**config.mk**
```make
export PLATFORM = sky130hd
export DESIGN_NAME = uart_byte_tx
export DESIGN_NICKNAME = d
export VERILOG_FILES = /design/src/rtl/uart_byte_tx.sv
export SDC_FILE = /design/constraint.sdc
export NUM_CORES = 1
export LEC_CHECK = 0
export CAP_MARGIN = 20
export CORE_AREA = 2 2 58 101
export CTS_CLUSTER_DIAMETER = 200
export DETAILED_ROUTE_END_ITERATION = 8
export DIE_AREA = 0 0 60 103
export HOLD_SLACK_MARGIN = 0.06
export PLACE_DENSITY_LB_ADDON = 0.2
export SYNTH_ARGS = -nofsm -noshare
export SYNTH_HDL_FRONTEND = slang
export SYNTH_SLANG_ARGS = --single-unit
```
**constraint.sdc**
```tcl
create_clock -name clk -period 3.35 [get_ports clk]
set_clock_uncertainty 0.05 [all_clocks]
set_input_delay 0.67 -clock clk [delete_from_list [all_inputs] [get_ports clk]]
set_output_delay 0.67 -clock clk [all_outputs]
set_load 0.1 [all_outputs]
```
**src/rtl/uart_byte_tx.sv**
```systemverilog
// uart_byte_tx
// UART byte transmitter. One start bit, eight data bits sent LSB first, an
// optional parity bit, and one stop bit. A frame starts on an accepted
// send_en pulse and ends with a one-cycle tx_done pulse. All outputs are
// registered, so tx has no combinational path from any input.

module uart_byte_tx #(
  parameter int CLK_FREQ = 50_000_000,
  parameter int PARITY   = 0            // 0 = none, 1 = odd, 2 = even
) (
  input  logic       clk,
  input  logic       reset,
  input  logic       send_en,
  input  logic [7:0] data_byte,
  input  logic [2:0] baud_set,
  output logic       tx,
  output logic       tx_busy,
  output logic       tx_done
);

  // Number of clocks in one bit period for each supported baud rate.
  localparam logic [15:0] CYC_9600   = 16'(CLK_FREQ / 9600);
  localparam logic [15:0] CYC_19200  = 16'(CLK_FREQ / 19200);
  localparam logic [15:0] CYC_38400  = 16'(CLK_FREQ / 38400);
  localparam logic [15:0] CYC_57600  = 16'(CLK_FREQ / 57600);
  localparam logic [15:0] CYC_115200 = 16'(CLK_FREQ / 115200);

  localparam logic HAS_PARITY = (PARITY != 0);
  localparam logic ODD_PARITY = (PARITY == 1);

  typedef enum logic [2:0] {
    S_IDLE,
    S_START,
    S_DATA,
    S_PARITY,
    S_STOP
  } state_t;

  state_t      state, state_nxt;
  logic [15:0] bit_cyc, bit_cyc_nxt;   // bit period latched at accept
  logic [15:0] div_cnt, div_cnt_nxt;   // 0 .. bit_cyc-1 inside the current bit
  logic [2:0]  bit_idx, bit_idx_nxt;   // data bit currently on the line
  logic [7:0]  data_lat, data_lat_nxt; // byte latched at accept
  logic        tx_nxt, busy_nxt, done_nxt;

  logic        bit_end;
  logic        parity_bit;

  // Baud selector decode; unused codes fall back to 9600.
  function automatic logic [15:0] cyc_for(input logic [2:0] sel);
    case (sel)
      3'd1:    return CYC_19200;
      3'd2:    return CYC_38400;
      3'd3:    return CYC_57600;
      3'd4:    return CYC_115200;
      default: return CYC_9600;
    endcase
  endfunction

  // Last clock of the current bit: the divider wraps on the next edge.
  assign bit_end = (div_cnt == (bit_cyc - 16'd1));

  // Parity of the latched byte: odd parity makes the total count of ones odd.
  assign parity_bit = ODD_PARITY ? ~^data_lat : ^data_lat;

  // Next-state and next-output logic; every output value is registered below.
  always_comb begin
    // NOTE: every next-value signal gets a default first, so no path through
    // the case statement can leave one unassigned and infer a latch.
    state_nxt    = state;
    bit_cyc_nxt  = bit_cyc;
    div_cnt_nxt  = div_cnt;
    bit_idx_nxt  = bit_idx;
    data_lat_nxt = data_lat;
    tx_nxt       = tx;
    busy_nxt     = tx_busy;
    done_nxt     = 1'b0;

    // Inside a frame the divider runs continuously and wraps at bit_end.
    if (state != S_IDLE) begin
      div_cnt_nxt = bit_end ? 16'd0 : div_cnt + 16'd1;
    end

    case (state)
      S_IDLE: begin
        tx_nxt   = 1'b1;
        busy_nxt = 1'b0;
        if (send_en) begin
          data_lat_nxt = data_byte;
          bit_cyc_nxt  = cyc_for(baud_set);
          div_cnt_nxt  = 16'd0;
          bit_idx_nxt  = 3'd0;
          tx_nxt       = 1'b0;
          busy_nxt     = 1'b1;
          state_nxt    = S_START;
        end
      end

      S_START: begin
        if (bit_end) begin
          tx_nxt      = data_lat[0];
          bit_idx_nxt = 3'd0;
          state_nxt   = S_DATA;
        end
      end

      S_DATA: begin
        if (bit_end) begin
          if (bit_idx == 3'd7) begin
            if (HAS_PARITY) begin
              tx_nxt    = parity_bit;
              state_nxt = S_PARITY;
            end else begin
              tx_nxt    = 1'b1;
              state_nxt = S_STOP;
            end
          end else begin
            bit_idx_nxt = bit_idx + 3'd1;
            tx_nxt      = data_lat[bit_idx + 3'd1];
          end
        end
      end

      S_PARITY: begin
        if (bit_end) begin
          tx_nxt    = 1'b1;
          state_nxt = S_STOP;
        end
      end

      S_STOP: begin
        if (bit_end) begin
          tx_nxt    = 1'b1;
          busy_nxt  = 1'b0;
          done_nxt  = 1'b1;
          state_nxt = S_IDLE;
        end
      end

      default: begin
        tx_nxt    = 1'b1;
        busy_nxt  = 1'b0;
        state_nxt = S_IDLE;
      end
    endcase
  end

  // State and output registers with synchronous reset to the idle line.
  always_ff @(posedge clk) begin
    // NOTE: clocked state uses non-blocking assignments so every register
    // samples the values from before this edge, independent of statement order.
    if (reset) begin
      state    <= S_IDLE;
      bit_cyc  <= 16'd0;
      div_cnt  <= 16'd0;
      bit_idx  <= 3'd0;
      data_lat <= 8'd0;
      tx       <= 1'b1;
      tx_busy  <= 1'b0;
      tx_done  <= 1'b0;
    end else begin
      state    <= state_nxt;
      bit_cyc  <= bit_cyc_nxt;
      div_cnt  <= div_cnt_nxt;
      bit_idx  <= bit_idx_nxt;
      data_lat <= data_lat_nxt;
      tx       <= tx_nxt;
      tx_busy  <= busy_nxt;
      tx_done  <= done_nxt;
    end
  end

endmodule
```
==> flow_metrics.env, run 1 <==
export IMPL_grt_pass1_vias=2303
export IMPL_antenna_found_initial=0
export IMPL_clk_latency_ps=300
export IMPL_period_needed_ps=3140
export IMPL_cts_hold_buffers=0
export IMPL_path_cells="inv_1, ha_1, buf_4, nor4b_1, nand4_1, nand4_1, nor2_1, or4_1, or4b_4, o21ai_1"
export IMPL_finalCritPeriodShare_pct=93.6
export IMPL_post_drt_via_cell_ratio=5.67
export IMPL_cts_buffers=5
export IMPL_outcome="finished, final reports clean"
export IMPL_route_detailed_drc=0
export IMPL_fillers=546
export IMPL_fp_dieArea_sq_um=6180
export IMPL_synthTopCellsByArea="dfxtp_1 34%, nor2_1 7.6%, xnor2_1 6.0%"
export IMPL_cts_root_buffer="clkbuf_8"
export IMPL_syn_area_per_cell_sq_um=7.76
export IMPL_grt_max_degree=28
export IMPL_ioPinCount=17
export IMPL_swShare_pct=27.5
export IMPL_power_switching_w=0.000336
export IMPL_die_w_microns=60
export IMPL_path_clk_slew_ps=80
export IMPL_synth_edff_count=0
export IMPL_cpMostUsedCell="nand4_1"
export IMPL_power_density_nw_per_um2=416
export IMPL_final_net_count=362
export IMPL_grt_first_pass_wirelength_mm=10.5
export IMPL_synth_flop_cell="dfxtp_1"
export IMPL_setup_tns_ps=0
export IMPL_cts_tree="done"
export IMPL_tightest_slew_ps=717
export IMPL_synth_top_family_by_area="simple AND/OR/NAND/NOR gates"
export IMPL_synth_mux_area_share_pct=2.92
export IMPL_arrival_ps=3320
export IMPL_dr_total_vias=2389
export IMPL_syn_inst=337
export IMPL_drtIter0Drc=71
export IMPL_num_rows=36
export IMPL_cts_sinks=45
export IMPL_core_area_sq_um=5450
export IMPL_syn_nets=355
export IMPL_worstPathMaxFanout=12
export IMPL_max_freq_mhz=319
export IMPL_worst_path_max_delay_cell="or4_1"
export IMPL_hold_violations=0
export IMPL_synth_top_area_share_pct=34.4
export IMPL_internal_power_w=0.000887
export IMPL_seq_power_share_pct=47.3
export IMPL_die_h_microns=103
export IMPL_post_cts_buffers=0
export IMPL_h_tree_depth=2
export IMPL_required_ps=3530
export IMPL_ys_async_sr_fraction_pct=0
export IMPL_cp_start_kind="flip-flop"
export IMPL_yosysTopAreaCell="dfxtp_1"
export IMPL_clockBufferDepth=2
export IMPL_p_leak_nw=1.02
export IMPL_slew_headroom_pct=52.1
export IMPL_dp_hpwl_mm=4.79
export IMPL_seq_area_frac_synth_pct=34.4
export IMPL_synth_simple_area_share_pct=29.7
export IMPL_holdWs_ps=406
export IMPL_grt_overflow=0
export IMPL_drive_above_1_share_pct=8.12
export IMPL_hold_path_class="reg2reg"
export IMPL_synth_compound_area_share_pct=16.4
export IMPL_crit_path_end_kind="flip-flop"
export IMPL_synth_fa_ha_area_share_pct=1.91
export IMPL_ys_ff_latch=45
export IMPL_ant_nets=0
export IMPL_cap_violations=0
export IMPL_area_growth_pct=12.4
export IMPL_ir_drop_mv=0.272
export IMPL_setup_violations=0
export IMPL_rsz0062_at_grt="no"
export IMPL_num_antenna_cells=0
export IMPL_power_frac_comb_pct=17.8
export IMPL_synth_area_sq_um=2620
export IMPL_wl_per_cell_microns=15.1
export IMPL_gp_congestion=0.862
export IMPL_clock_power_share_pct=34.9
export IMPL_path_class="reg2reg"
export IMPL_track_usage_pct=22.4
export IMPL_ys_types=54
export IMPL_drt_pass1_iterations=4
export IMPL_slowest_delay_ps=660
export IMPL_routed_wl_mm=6.37
export IMPL_synthXorXnorAreaFrac_pct=9.71
export IMPL_slew_violations=0
export IMPL_io_buffer_count=16
export IMPL_initial_core_util_pct=48.0
export IMPL_ys_warn_count=0
==> worst max-delay path, delay by kind of cell (launching register included) <==
family,cells,cell delay (ps)
compound gates,1,130
flops,1,360
buf+inv,2,260
simple gates,6,2110
fa+ha+maj,1,140
==> synthesized netlist by cell type (2+ instances only) <==
| master | instances |
|---|---|
| nand3_1 | 11 |
| o22ai_1 | 3 |
| o21bai_1 | 2 |
| a31oi_1 | 3 |
| xor2_1 | 11 |
| dfxtp_1 | 45 |
| mux2i_1 | 2 |
| clkbuf_1 | 18 |
| o211ai_1 | 5 |
| or3_1 | 4 |
| nor2b_1 | 2 |
| nor2_1 | 53 |
| or4b_4 | 2 |
| o21ai_1 | 2 |
| xnor2_1 | 18 |
| nand4_1 | 11 |
| buf_2 | 5 |
| and2_1 | 3 |
| or4_1 | 3 |
| ha_1 | 4 |
| nor3b_1 | 2 |
| mux4_2 | 2 |
| a21oi_1 | 24 |
| nand2b_1 | 5 |
| nand2_1 | 30 |
| o21ai_0 | 12 |
| nor4bb_1 | 2 |
| o311ai_0 | 2 |
| and3_1 | 2 |
| inv_1 | 7 |
| a211oi_1 | 2 |
| nor3_1 | 16 |
| nand4b_1 | 2 |
| a41oi_1 | 2 |
==> flip-flops by register name, summed over array words and instances, names as in the netlist <==
signal	flops
tx_busy	1
div_cnt	16
bit_idx	3
bit_cyc	12
data_lat	8
tx	1
state	3
tx_done	1
==> logic make-up after synthesis <==
family	Yosys count
muxes	5
xor gates and xnor gates	29
and+or+nand+nor	155
AOI/OAI and AO/OA	68
adders and majority gates	4
buffers and inverters	31
DFF	45
==> layout by cell type (no fill, tap or decap), drive strengths merged, types with 2 or more instances in the layout <==
master,synthesis,layout
mux2i,2,2
clkdlybuf4s50,0,13
a31oi,3,3
a21oi,24,24
o211ai,5,5
or4,3,3
o21ai,14,14
nor3b,2,2
dfxtp,45,45
a41oi,2,2
ha,4,4
a211oi,2,2
xnor2,18,18
and3,2,2
nand4,11,11
o21bai,2,2
buf,6,11
and2,3,3
nor4bb,2,2
nand2,30,30
nand3,11,11
nor2b,2,2
o311ai,2,2
or4b,3,3
mux4,2,2
nand4b,2,2
nor3,16,16
nor2,53,53
or3,4,4
o22ai,3,3
nand2b,5,5
xor2,11,11
inv,7,7
clkbuf,18,7
==> layer usage <==
metal  wire, microns  share of wire (%)  global-route usage (%)  vias up
li1                -                  -                       -     1211
met1            2370                 37                    23.2     1096
met2            3560                 56                    41.5       60
met3             159                2.5                    2.89       22
met4             283                4.4                    12.3        0
met5               0                  0                       0        -
==> repair_timing <==
| action | CTS | global route |
|---|---|---|
| hold endpoints to repair | 0 | 0 |
| gates resized for setup | 0 | 1 |
| setup endpoints to repair | 0 | 2 |
==> power by group through the flow <==
stage	combinational [W]	sequential (W)	clock [W]
after floorplan	0.000149	0.000591	0
after global placement	0.000214	0.000589	0
after detailed placement	0.000215	0.000590	0
after CTS	0.000215	0.000577	0.000440
after global routing	0.000239	0.000581	0.000461
final	0.000218	0.000578	0.000427
==> layout make-up <==
cell class | instances | area, sq um | share of cell area (%)
inverters | 7 | 26.3 | 0.893
multi-input cells | 261 | 1590 | 54.1
clock inverters | 1 | 30.0 | 1.02
clock buffers | 7 | 86.3 | 2.93
repair buffers | 24 | 213 | 7.23
well taps | 76 | 95.1 | 3.23
flip-flops and latches | 45 | 901 | 30.6
==> through the flow <==
step / std cells / setup slack, ps / util, % / area [sq um] / power (W)
2_1_floorplan: 337 / 314 / - / 2620 / 0.000740
3_3_place_gp: 413 / 218 / 51.7 / 2820 / 0.000802
3_5_place_dp: 413 / 161 / 51.7 / 2820 / 0.000804
4_1_cts: 421 / 139 / 53.9 / 2940 / 0.00123
5_1_grt: 421 / 38.7 / 54.0 / 2940 / 0.00128
6_report: 421 / 213 / 54.0 / 2940 / 0.00122
==> worst paths after layout <==
path / from / to / slack (ps) / cells after the start
worst min-delay path: data_lat[4] / data_lat[4] / 410 / 2
worst min register to register: data_lat[4] / data_lat[4] / 410 / 2
worst max register to register: bit_cyc[2] / bit_idx[2] / 210 / 10
worst max-delay path: bit_cyc[2] / bit_idx[2] / 210 / 10
(Power assumes the default switching activity.)
==> inputs of run 2 (changes only) <==
--- a/config.mk
+++ b/config.mk
@@ -6,12 +6,13 @@
 export NUM_CORES = 1
 export LEC_CHECK = 0
 export CAP_MARGIN = 20
-export CORE_AREA = 2 2 58 101
+export CORE_AREA = 2 2 54 94
 export CTS_CLUSTER_DIAMETER = 200
 export DETAILED_ROUTE_END_ITERATION = 8
-export DIE_AREA = 0 0 60 103
+export DIE_AREA = 0 0 56 96
 export HOLD_SLACK_MARGIN = 0.06
 export PLACE_DENSITY_LB_ADDON = 0.2
+export REMOVE_ABC_BUFFERS = 1
 export SYNTH_ARGS = -nofsm -noshare
 export SYNTH_HDL_FRONTEND = slang
 export SYNTH_SLANG_ARGS = --single-unit
==> run 2 against run 1 <==
Net effect: via count increased by 1.9%; critical path depth is the same; maximum frequency up 0.34%; sequential share of layout area grew 0.50 points; die area fell by 13%; count of clock-buffer cells in the layout unchanged; sequential cell count unchanged; sequential power about the same; routed wire length decreased by 4.5%; critical path type unchanged; largest cell class unchanged.
==> flow_metrics.env, run 2 (synthesis results as in run 1) <==
export IMPL_tightest_slew_ps=694
export IMPL_slew_violations=0
export IMPL_outcome="finished, final reports clean"
export IMPL_ant_nets=0
export IMPL_cts_sinks=45
export IMPL_min_path_cells=2
export IMPL_final_net_count=364
export IMPL_grt_max_degree=23
export IMPL_dr_total_vias=2434
export IMPL_routed_wl_mm=6.08
export IMPL_wl_per_cell_microns=15.2
export IMPL_num_antenna_cells=0
export IMPL_cpMostUsedCell="nand4_1"
export IMPL_post_drt_via_cell_ratio=6.10
export IMPL_grt_pass1_vias=2299
export IMPL_drtIter0Drc=70
export IMPL_holdPathEnd="data_lat[3]"
export IMPL_area_growth_pct=10.6
export IMPL_p_leak_nw=1.01
export IMPL_die_h_microns=96
export IMPL_antenna_found_initial=0
export IMPL_path_clk_slew_ps=90
export IMPL_power_density_nw_per_um2=389
export IMPL_h_tree_depth=2
export IMPL_max_freq_mhz=320
export IMPL_hold_violations=0
export IMPL_core_area_sq_um=4620
export IMPL_drive_above_1_share_pct=8.36
export IMPL_die_w_microns=56
export IMPL_critPathTopFamily="simple AND/OR/NAND/NOR gates"
export IMPL_hold_path_class="reg2reg"
export IMPL_gp_congestion=0.950
export IMPL_num_rows=33
export IMPL_final_util_pct=62.6
export IMPL_worst_path_max_delay_cell="or4_1"
export IMPL_cts_buffers=5
export IMPL_track_usage_pct=24.1
export IMPL_largest_reg_flops=16
export IMPL_ir_drop_mv=0.327
export IMPL_pre_cts_slack_ps=210
export IMPL_r2r_setup_slack_ps=220
export IMPL_cts_root_buffer="clkbuf_8"
export IMPL_route_detailed_drc=0
export IMPL_clk_latency_ps=300
export IMPL_ioPinCount=17
export IMPL_rsz0062_at_grt="no"
export IMPL_setup_violations=0
export IMPL_post_cts_buffers=0
export IMPL_hold_path_startpoint="data_lat[3]"
export IMPL_cts_hold_buffers=0
export IMPL_clockBufferDepth=2
export IMPL_grt_first_pass_wirelength_mm=10.2
export IMPL_largest_register="div_cnt"
export IMPL_path_cells="inv_1, ha_1, buf_4, nor4b_1, nand4_1, nand4_1, nor2_1, or4_1, or4b_4, o21ai_1"
export IMPL_path_class="reg2reg"
export IMPL_cts_tree="done"
export IMPL_fp_dieArea_sq_um=5380
export IMPL_final_cell_mix="53 x nor2_1, 45 x dfxtp_1, 30 x nand2_1"
export IMPL_worstPathMaxFanout=12
export IMPL_slowest_delay_ps=660
export IMPL_crit_buf_inv=2
export IMPL_io_buffer_count=16
export IMPL_dp_hpwl_mm=4.61
export IMPL_reg2reg_to="bit_idx[1]"
export IMPL_grt_overflow=0
export IMPL_setup_ws_ps=224
export IMPL_finalCritPeriodShare_pct=93.3
export IMPL_ff2ff_path_depth=10
export IMPL_arrival_ps=3310
export IMPL_reg_top3="div_cnt x16, bit_cyc x12, data_lat x8"
export IMPL_drt_pass1_iterations=4
export IMPL_initial_core_util_pct=56.6
export IMPL_required_ps=3540
export IMPL_cp_start_kind="flip-flop"
export IMPL_r2r_start="bit_cyc[1]"
export IMPL_cap_violations=0
export IMPL_crit_path_end_kind="flip-flop"
export IMPL_mostFrequentLayoutCell="nor2_1"
export IMPL_slew_headroom_pct=53.6
export IMPL_period_needed_ps=3130
export IMPL_fillers=422
==> run 2: worst max path at each step <==
stage	from	to	slack [ps]	cells past startpoint
floorplan	bit_cyc[1]	div_cnt[10]	-120	9
global placement	bit_cyc[8]	bit_idx[2]	230	7
detailed placement	bit_cyc[8]	bit_idx[1]	210	7
CTS	bit_cyc[8]	bit_idx[1]	180	7
global route	bit_cyc[3]	bit_idx[1]	30	7
finish	bit_cyc[1]	bit_idx[1]	220	10
==> run 2: report_power, final <==
group | leakage [nW] | switching (W) | internal, W
Sequential | 0.366 | 0.0000236 | 0.000553
Clock | 0.0385 | 0.000184 | 0.000148
Combinational | 0.607 | 0.000126 | 0.0000912
==> run 2: final cells by class <==
class / instances / area, sq um / area share [%]
multi-input cells: 261 / 1590 / 55.0
flip-flops and latches: 45 / 901 / 31.1
repair buffers: 26 / 228 / 7.87
clock buffers: 7 / 76.3 / 2.64
well taps: 52 / 65.1 / 2.25
inverters: 7 / 26.3 / 0.908
clock inverters: 1 / 7.51 / 0.259
==> run 2: routing by layer <==
metal,vias up,track usage (%),wire (microns)
li1,1215,-,-
met1,1142,25.1,2340
met2,53,45.6,3330
met3,24,3.36,147
met4,0,13.5,258
met5,-,0,0
==> run 2: stage by stage <==
step                hold slack, ps  cells  area, sq um  TNS [ps]  power [W]
floorplan                      377    313         2510     -1610   0.000727
global placement               390    391         2810         0   0.000800
detailed placement             401    391         2810         0   0.000803
CTS                            413    399         2890         0    0.00113
global route                   433    399         2890         0    0.00118
finish                         413    399         2890         0    0.00113
==> run 2: timing repair <==
action	CTS	global route
setup endpoints to repair	0	1
gates resized for setup	0	1
hold endpoints to repair	0	0
==> run 2: tightest hold or removal path, cell delays in order, from the launching register on <==
cell     delay, ps
dfxtp_1        310
nand2_1         50
a21oi_1         50
